### config.mk
export PLATFORM = sky130hd
export DESIGN_NAME = prio_arbiter
export DESIGN_NICKNAME = d
export VERILOG_FILES = /design/src/rtl/prio_arbiter.sv
export SDC_FILE = /design/constraint.sdc
export NUM_CORES = 1
export LEC_CHECK = 0
export BUFFER_PORTS_ARGS = -buffer_cell sky130_fd_sc_hd__buf_4
export CAP_MARGIN = 20
export CORE_UTILIZATION = 55
export CTS_BUF_LIST = sky130_fd_sc_hd__clkbuf_4
export DETAILED_ROUTE_END_ITERATION = 8
export GPL_ROUTABILITY_DRIVEN = 0
export GPL_TIMING_DRIVEN = 0
export PLACE_DENSITY_LB_ADDON = 0.25
export SKIP_CTS_REPAIR_TIMING = 1
export SYNTH_ARGS = -nofsm -noshare
export SYNTH_HDL_FRONTEND = slang
export SYNTH_SLANG_ARGS = --single-unit
### constraint.sdc
create_clock -name clk -period 3.55 [get_ports clk]
set_input_delay 0.355 -clock clk [delete_from_list [all_inputs] [get_ports clk]]
set_output_delay 0.355 -clock clk [all_outputs]
set_load 0.02 [all_outputs]
### src/rtl/prio_arbiter.sv
`default_nettype none
// ============================================================================
// prio_arbiter : registered N-way arbiter, fixed priority or round-robin,
//                with an optional per-owner hold limit.
// Revision     : 1.0
// ============================================================================
module prio_arbiter #(
  parameter int N        = 8,
  parameter int W        = $clog2(N),
  parameter int MODE     = 0,
  parameter int MAX_HOLD = 0
) (
  input  logic         clk,
  input  logic         rst,
  input  logic [N-1:0] req,
  output logic [N-1:0] gnt,
  output logic [W-1:0] gnt_idx,
  output logic         gnt_valid
);

  typedef enum logic [0:0] {
    S_IDLE    = 1'b0,
    S_GRANTED = 1'b1
  } state_t;

  state_t       r_state;
  state_t       w_state_nxt;
  logic [N-1:0] r_gnt;
  logic [N-1:0] w_gnt_nxt;
  logic [W-1:0] r_idx;
  logic [W-1:0] w_idx_nxt;
  logic [W-1:0] w_win;
  logic [N-1:0] w_cand;
  logic         w_found;
  logic         w_arb;
  logic         w_load;
  logic         w_expire;

  // On hold expiry the current owner is masked out of the candidate set.
  assign w_cand  = req & ~(w_expire ? r_gnt : '0);
  assign w_found = |w_cand;
  assign w_arb   = (r_state == S_IDLE) || !req[r_idx] || w_expire;
  assign w_load  = w_arb && w_found;

  if (MODE == 0) begin : g_fixed
    always_comb begin
      w_win = '0;
      for (int i = 0; i < N; i++) begin
        if (w_cand[i]) w_win = W'(i);
      end
    end
  end else begin : g_rr
    logic [W-1:0] r_ptr;
    logic [W-1:0] w_j;
    logic         w_hit;

    // Descending search from r_ptr, wrapping from 0 back to N-1.
    always_comb begin
      w_win = r_ptr;
      w_j   = r_ptr;
      w_hit = 1'b0;
      for (int i = 0; i < N; i++) begin
        if (!w_hit && w_cand[w_j]) begin
          w_win = w_j;
          w_hit = 1'b1;
        end
        w_j = (w_j == '0) ? W'(N - 1) : w_j - 1'b1;
      end
    end

    always_ff @(posedge clk) begin
      if (rst) begin
        r_ptr <= W'(N - 1);
      end else if (w_load) begin
        r_ptr <= (w_win == '0) ? W'(N - 1) : w_win - 1'b1;
      end
    end
  end

  if (MAX_HOLD > 0) begin : g_hold
    localparam int CW = $clog2(MAX_HOLD + 1);
    logic [CW-1:0] r_cnt;

    assign w_expire = (r_state == S_GRANTED) && (r_cnt == CW'(MAX_HOLD)) &&
                      (|(req & ~r_gnt));

    // A lone requester at the limit keeps the grant and restarts at 1.
    always_ff @(posedge clk) begin
      if (rst) begin
        r_cnt <= '0;
      end else if (w_load) begin
        r_cnt <= CW'(1);
      end else if (w_state_nxt == S_IDLE) begin
        r_cnt <= '0;
      end else if (r_cnt == CW'(MAX_HOLD)) begin
        r_cnt <= CW'(1);
      end else begin
        r_cnt <= r_cnt + 1'b1;
      end
    end
  end else begin : g_nohold
    assign w_expire = 1'b0;
  end

  always_ff @(posedge clk) begin
    if (rst) begin
      r_state <= S_IDLE;
      r_gnt   <= '0;
      r_idx   <= '0;
    end else begin
      r_state <= w_state_nxt;
      r_gnt   <= w_gnt_nxt;
      r_idx   <= w_idx_nxt;
    end
  end

  always_comb begin
    w_state_nxt = r_state;
    w_gnt_nxt   = r_gnt;
    w_idx_nxt   = r_idx;
    if (w_arb) begin
      if (w_found) begin
        w_state_nxt = S_GRANTED;
        w_gnt_nxt   = N'(1) << w_win;
        w_idx_nxt   = w_win;
      end else begin
        w_state_nxt = S_IDLE;
        w_gnt_nxt   = '0;
      end
    end
  end

  assign gnt       = r_gnt;
  assign gnt_idx   = r_idx;
  assign gnt_valid = (r_state == S_GRANTED);

endmodule
`default_nettype wire

### Word level (Yosys, flattened, before mapping)

Index checks and enable logic that the tools add are counted.

| cells by class | value |
|---|---|
| order comparisons | 1 |
| shifts and indexed selects | 1 |
| multiplexer cells | 11 |
| bitwise gates (word level) | 1 |
| reductions and logical operators | 4 |

Operators with widths:

| operator | count |
|---|---|
| 3-bit 2-to-1 mux | 4 |
| 8-bit 2-to-1 mux | 1 |
| 8-bit OR reduction | 1 |
| 1-bit by 3-bit << shifter with 8-bit output, first input constant | 1 |
| 3-bit by 4-bit less-than comparator with 1-bit output, second input constant | 1 |
| 2-bit 2-to-1 mux | 2 |
| 1-bit binary-select mux with 3-bit select | 1 |
| 1-bit 2-to-1 mux | 3 |
| 2-bit AND reduction | 1 |
| 1-bit logical NOT | 1 |
| 1-bit logical OR | 1 |
| 1-bit NOT | 1 |

| word-level totals | value |
|---|---|
| register bits after elaboration | 12 |
| bits of input ports | 10 |
| output and inout bits | 12 |
| word-level logic and storage cells | 21 |

### Depth between registers and ports, before layout

Gate-level depths: netlist of run 1.

| logic depth | value |
|---|---|
| depth in word-level cells | 9 |
| mapped depth | 5 |
| gate-level depth less buffers | 4 |

### Worst setup path after synthesis of run 1

No wires, ideal clock.

| timing path | value |
|---|---|
| path type | reg-to-reg |
| start point | reg r_idx[0], in the netlist gnt_idx[0] |
| end point | reg r_gnt[5], in the netlist gnt[5] |
| library setup time | 0.058 ns |
| arrival time | 1.709 ns |
| required time | 3.492 ns |
| path slack | 1.783 ns |
| stages on the path, launching flop included | 6 |
| buffers on the path | 1 |
| period minus slack after synthesis | 1.767 ns |
| cell sequence | dfxtp_1 > mux4_2 > nor2_4 > or2_0 > buf_2 > a41o_2 |

| between the ends | value |
|---|---|
| longest elaborated chain between the ends | 4 |

RTL lines:

| what | line | text |
|---|---|---|
| from (decl) | 30 | `logic [W-1:0] r_idx;` |
| from (signal assigned) | 113 | `r_idx <= w_idx_nxt;` |
| 1-bit binary-select mux with 3-bit select | 42 | `assign w_arb = (r_state == S_IDLE) \|\| !req[r_idx] \|\| w_expire;` |
| 1-bit 2-to-1 mux (implied by the code) | 42 |  |
| 1-bit logical NOT | 42 |  |
| 1-bit logical OR | 42 |  |
| to (signal assigned) | 112 | `r_gnt <= w_gnt_nxt;` |
| to (decl) | 28 | `logic [N-1:0] r_gnt;` |

Every way passes these cells. The select of a mux whose other input is x is not followed.
A chain may end at the register's enable or synchronous reset.

### Worst setup path in the final report of run 1

Ends and elaborated chain as after synthesis.

==> results of run 1 <==
layout make-up:
| class | instances | area [um^2] |
|---|---|---|
| buffer | 3 | 16.3 |
| multi-input combinational | 57 | 443 |
| fill | 77 | 236 |
| tap | 14 | 17.5 |
| timing repair buffer | 21 | 158 |
| clock buffer | 3 | 22.5 |
| inverter | 5 | 18.8 |
| sequential | 12 | 240 |
| clock inverter | 1 | 3.75 |
cell families (layout without fill, tap and decap cells):
family	after synthesis	in the layout	share of synthesized area, %
and+or+nand+nor	31	31	29.3
DFF	12	12	33.4
AOI/OAI and AO/OA	21	21	23.2
buffers and inverters	8	33	4.88
muxes	5	5	9.23
critical path: cells and delay by family (launching register included):
family	cells	cell delay, ps
AOI/OAI and AO/OA	1	200
buffers and inverters	1	170
DFF	1	470
muxes	1	590
and+or+nand+nor	2	360
metal layers:
layer | track usage [%] | part of all wire (%) | routed length, um
met2 | 50.4 | 48 | 882
met5 | 0 | 0 | 0
met1 | 37.7 | 43 | 786
met3 | 5.23 | 8.3 | 153
met4 | 8.04 | 1.2 | 22
stage by stage:
stage	instance area [um^2]	power, W	setup WS [ps]
CTS	920	0.000342	1700
floorplan	718	0.000218	1780
finish	920	0.000345	1710
global route	920	0.000358	1620
detailed placement	893	0.000256	1550
global placement	893	0.000252	1580
placed cells by master (no fill, tap or decap), drive strengths merged, types with 3 or more instances in the layout:
master   n
nor2     9
buf     23
nor4b    4
or2      3
dfxtp   12
inv      5
clkbuf   4
o21ai    5
or4b     3
nand2    3
nand2b   3
mux2     3
path summary, 6_finish.rpt:
path / from / end / slack (ps) / cells after the start
min: req[0] / gnt_valid / 360 / 3
max reg2reg: gnt_idx[0] / gnt[5] / 1710 / 5
max: gnt_idx[0] / gnt[5] / 1710 / 5
min reg2reg: gnt[1] / gnt[1] / 470 / 2
power groups by stage:
stage	sequential, W	clock, W	combinational, W
after CTS	0.000151	0.0000885	0.000103
after global routing	0.000152	0.0000945	0.000111
after global placement	0.000154	0	0.0000989
after detailed placement	0.000154	0	0.000102
final	0.000151	0.0000898	0.000104
after floorplan	0.000162	0	0.0000562
state kept, by name, summed over array words and instances, names as in the netlist:
signal,cells
gnt,8
gnt_idx,3
gnt_valid,1
==> impl_metrics.tcl, run 1 <==
set metrics [dict create \
    num-nets-final 113 \
    syn_area_per_cell_um2 9.33 \
    ys_top_cells_by_count "dfxtp_1, nor2_1, inv_1, o21ai_0, nor4b_1" \
    antenna_left 0 \
    worst_pin_slew_ps 524 \
    cts-root-buf "clkbuf_4" \
    yosysWarnings 0 \
    hold_violations 0 \
    grt_pass1_vias 651 \
    yosysTopAreaCell "dfxtp_1" \
    n_antenna_cell 0 \
    fin_skew_ps 1.29 \
    finish.utilization_pct 79.5 \
    ir_drop_v 0.000414 \
    crit_slowest_cell "mux4_2" \
    routed_wl_um 1850 \
    io_pins 22 \
    final.period_utilization_pct 52.0 \
    dieHeight_um 38.1 \
    rsz0062_at_grt "no" \
    io_buffers 21 \
    grt.overflow.total 0 \
    synthFlopType "dfxtp_1" \
    initial_core_util_pct 62.1 \
    cellPowerDensity_nw_per_um2 375 \
    wire_per_inst_um 15.9 \
    hold_ws_ps 360 \
    ys_types 36 \
    yosysSeqAreaShare_pct 33.4 \
    setup_viol 0 \
    synthTopCellsByArea "dfxtp_1, nor4b_1, mux2_2, nor2_1, o21ai_0" \
    critPathKind "reg -> reg" \
    p_leak_nw 0.384 \
    numCtsBuffers 3 \
    clk_pin_slew_ps 80 \
    period_needed_ps 1840 \
    critPathCaptureType "flip-flop" \
    fmax_mhz 542 \
    synth-edff-count 0 \
    via_count 730 \
    coreArea_um2 1160 \
    place_inst 112 \
    setup.worst_path.start_class "flip-flop" \
    via_per_inst 6.29 \
    grt_first_pass_wirelength_um 2980 \
    outcome "finished clean" \
    grt_max_degree 11 \
    synth_top_area_share_pct 33.4 \
    grt_antenna_before_repair 0 \
    internal_power_w 0.000229 \
    instances_no_fill 116 \
    htree_levels 1 \
    slew_headroom_pct 64.8 \
    synthMostInstantiatedCell "dfxtp_1" \
    combPwrFrac_pct 30.1 \
    clkLatencyLatePin_ps 280 \
    cp.arrival_ps 2070 \
    worstPathMaxFanout 10 \
    drc 0 \
    p_sw_w 0.000115 \
    swShare_pct 33.4 \
    maxSlewViolCount 0 \
    max_stage_delay_ps 590 \
    sequentialPowerShare_pct 43.8 \
    syn-num-nets 87 \
    cp_cell_sequence "mux4_2 -> nor2_4 -> or2_0 -> buf_2 -> a41o_2" \
    synthToLayoutAreaGrowth_pct 28.0 \
    dr.pass1.iters 4 \
    fin_tns_setup_ps 0 \
    async_flop_share_pct 0 \
    ys_seq_elements 12 \
    netlist_area_um2 718 \
    drive_gt1_share_pct 41.2 \
    min_path_type "in -> reg" \
    max-cap-violations 0 \
    cp.required_ps 3780 \
    track_usage_pct 29.5 \
    synthCells 77 \
    die_w_um 38.1 \
    rows 12 \
    first_iter_violations 20 \
    cts_tree "yes" \
    die_area_um2 1450 \
    dp_hpwl_um 1400 \
    clkPwrFrac_pct 26.1 \
    cts_buffer_depth 2 \
    cts_sinks 12 \
]
Note: power is estimated with default switching activity, not from simulation.
==> inputs of run 2 (changes only) <==
- CORE_UTILIZATION: 55 -> 51
- clock period: 3.55 -> 1.7 ns (I/O delays scaled with it)
==> impl_metrics.tcl, run 2 (synthesized netlist as in run 1, its figures left out) <==
set metrics [dict create \
    outcome "finished, violations left" \
    violations "negative setup slack" \
    max-cap-violations 0 \
    grt_pass1_vias 631 \
    synthToLayoutAreaGrowth_pct 31.7 \
    coreArea_um2 1300 \
    cts_buffer_depth 2 \
    cp.arrival_ps 1930 \
    dieHeight_um 39.5 \
    cts-root-buf "clkbuf_4" \
    fmax_mhz 587 \
    hold_ws_ps 161 \
    first_iter_violations 16 \
    final_cell_mix "buf_4, dfxtp_1, nor2_1" \
    htree_levels 1 \
    dpl_cell_area_um2 896 \
    hold_violations 0 \
    worst_pin_slew_ps 488 \
    routed_wl_um 1700 \
    min_path_type "in -> reg" \
    grt_first_pass_wirelength_um 2600 \
    stdcell_area_um2 946 \
    layout_commonest_cell "buf_4" \
    clk_pin_slew_ps 80 \
    grt_antenna_before_repair 0 \
    dp_slack_ps -89.7 \
    wire_per_inst_um 14.3 \
    drc 0 \
    largest_register_ff_count 8 \
    dp_hpwl_um 1290 \
    critPathCaptureType "flip-flop" \
    critPathKind "reg -> reg" \
    cts_sinks 12 \
    initial_core_util_pct 55.2 \
    n_antenna_cell 0 \
    ir_drop_v 0.000484 \
    cellPowerDensity_nw_per_um2 773 \
    rows 13 \
    die_area_um2 1560 \
    rsz0062_at_grt "yes" \
    numCtsBuffers 3 \
    num-fill-cells 105 \
    regToRegSetupSlack_ps -4 \
    via_per_inst 6.09 \
    die_w_um 39.5 \
    antenna_left 0 \
    final.period_utilization_pct 100 \
    worstPathMaxFanout 8 \
    finalPower_w 0.000732 \
    setup_ws_ps -4.19 \
    fin_tns_setup_ps -7.64 \
    track_usage_pct 25.5 \
    grt.overflow.total 0 \
    cp.required_ps 1930 \
    io_pins 22 \
    drive_gt1_share_pct 43.3 \
    maxSlewViolCount 0 \
    io_buffers 21 \
    cts_tree "yes" \
    clkLatencyLatePin_ps 280 \
    dr.pass1.iters 4 \
    period_needed_ps 1700 \
    setup.worst_path.start_class "flip-flop" \
    fin_skew_ps 3.82 \
    via_count 725 \
    slew_headroom_pct 67.2 \
    setup_viol 2 \
    grt_max_degree 11 \
    p_leak_nw 0.398 \
    num-nets-final 115 \
]
## run 2: report_power, final
part	internal [W]	switching (W)
sequential	0.000298	0.0000176
clock	0.0000852	0.000103
combinational	0.000108	0.000120
total	0.000491	0.000241
## run 2: metrics by stage
step / std cells / utilization (%)
after floorplan: 77 / -
after global placement: 113 / 68.8
after detailed placement: 113 / 68.8
after CTS: 117 / 70.9
after global routing: 119 / 72.7
final: 119 / 72.7
## run 2: final cells by class
| type | count | area, um^2 | share of cell area (%) |
|---|---|---|---|
| Clock buffer | 3 | 22.5 | 2.38 |
| Inverter | 5 | 18.8 | 1.98 |
| Sequential cell | 12 | 244 | 25.8 |
| Tap cell | 15 | 18.8 | 1.98 |
| Clock inverter | 1 | 3.75 | 0.397 |
| Timing Repair Buffer | 23 | 176 | 18.7 |
| Buffer | 3 | 18.8 | 1.98 |
| Multi-Input combinational cell | 57 | 443 | 46.8 |
## run 2: routing by layer
metal / wire length (um) / share of wire, % / GRT usage (%)
met4: 40 / 2.4 / 16.4
met2: 811 / 48 / 40.6
met5: 0 / 0 / 0
met1: 771 / 45 / 29.7
met3: 77 / 4.5 / 6.82
## run 2: worst max-delay path: stages, from the launching register on
cell,delay [ps]
dfxtp_4,390
mux4_2,560
nor2_4,220
or2_0,150
buf_4,150
a41o_2,170
## run 2: path summary, 6_finish.rpt
path	from	to	cells past startpoint
worst max-delay path	gnt_idx[0]	gnt[5]	5
worst min-delay path	req[0]	gnt_valid	3
worst max register to register	gnt_idx[0]	gnt[5]	5
worst min register to register	gnt[6]	gnt[6]	2
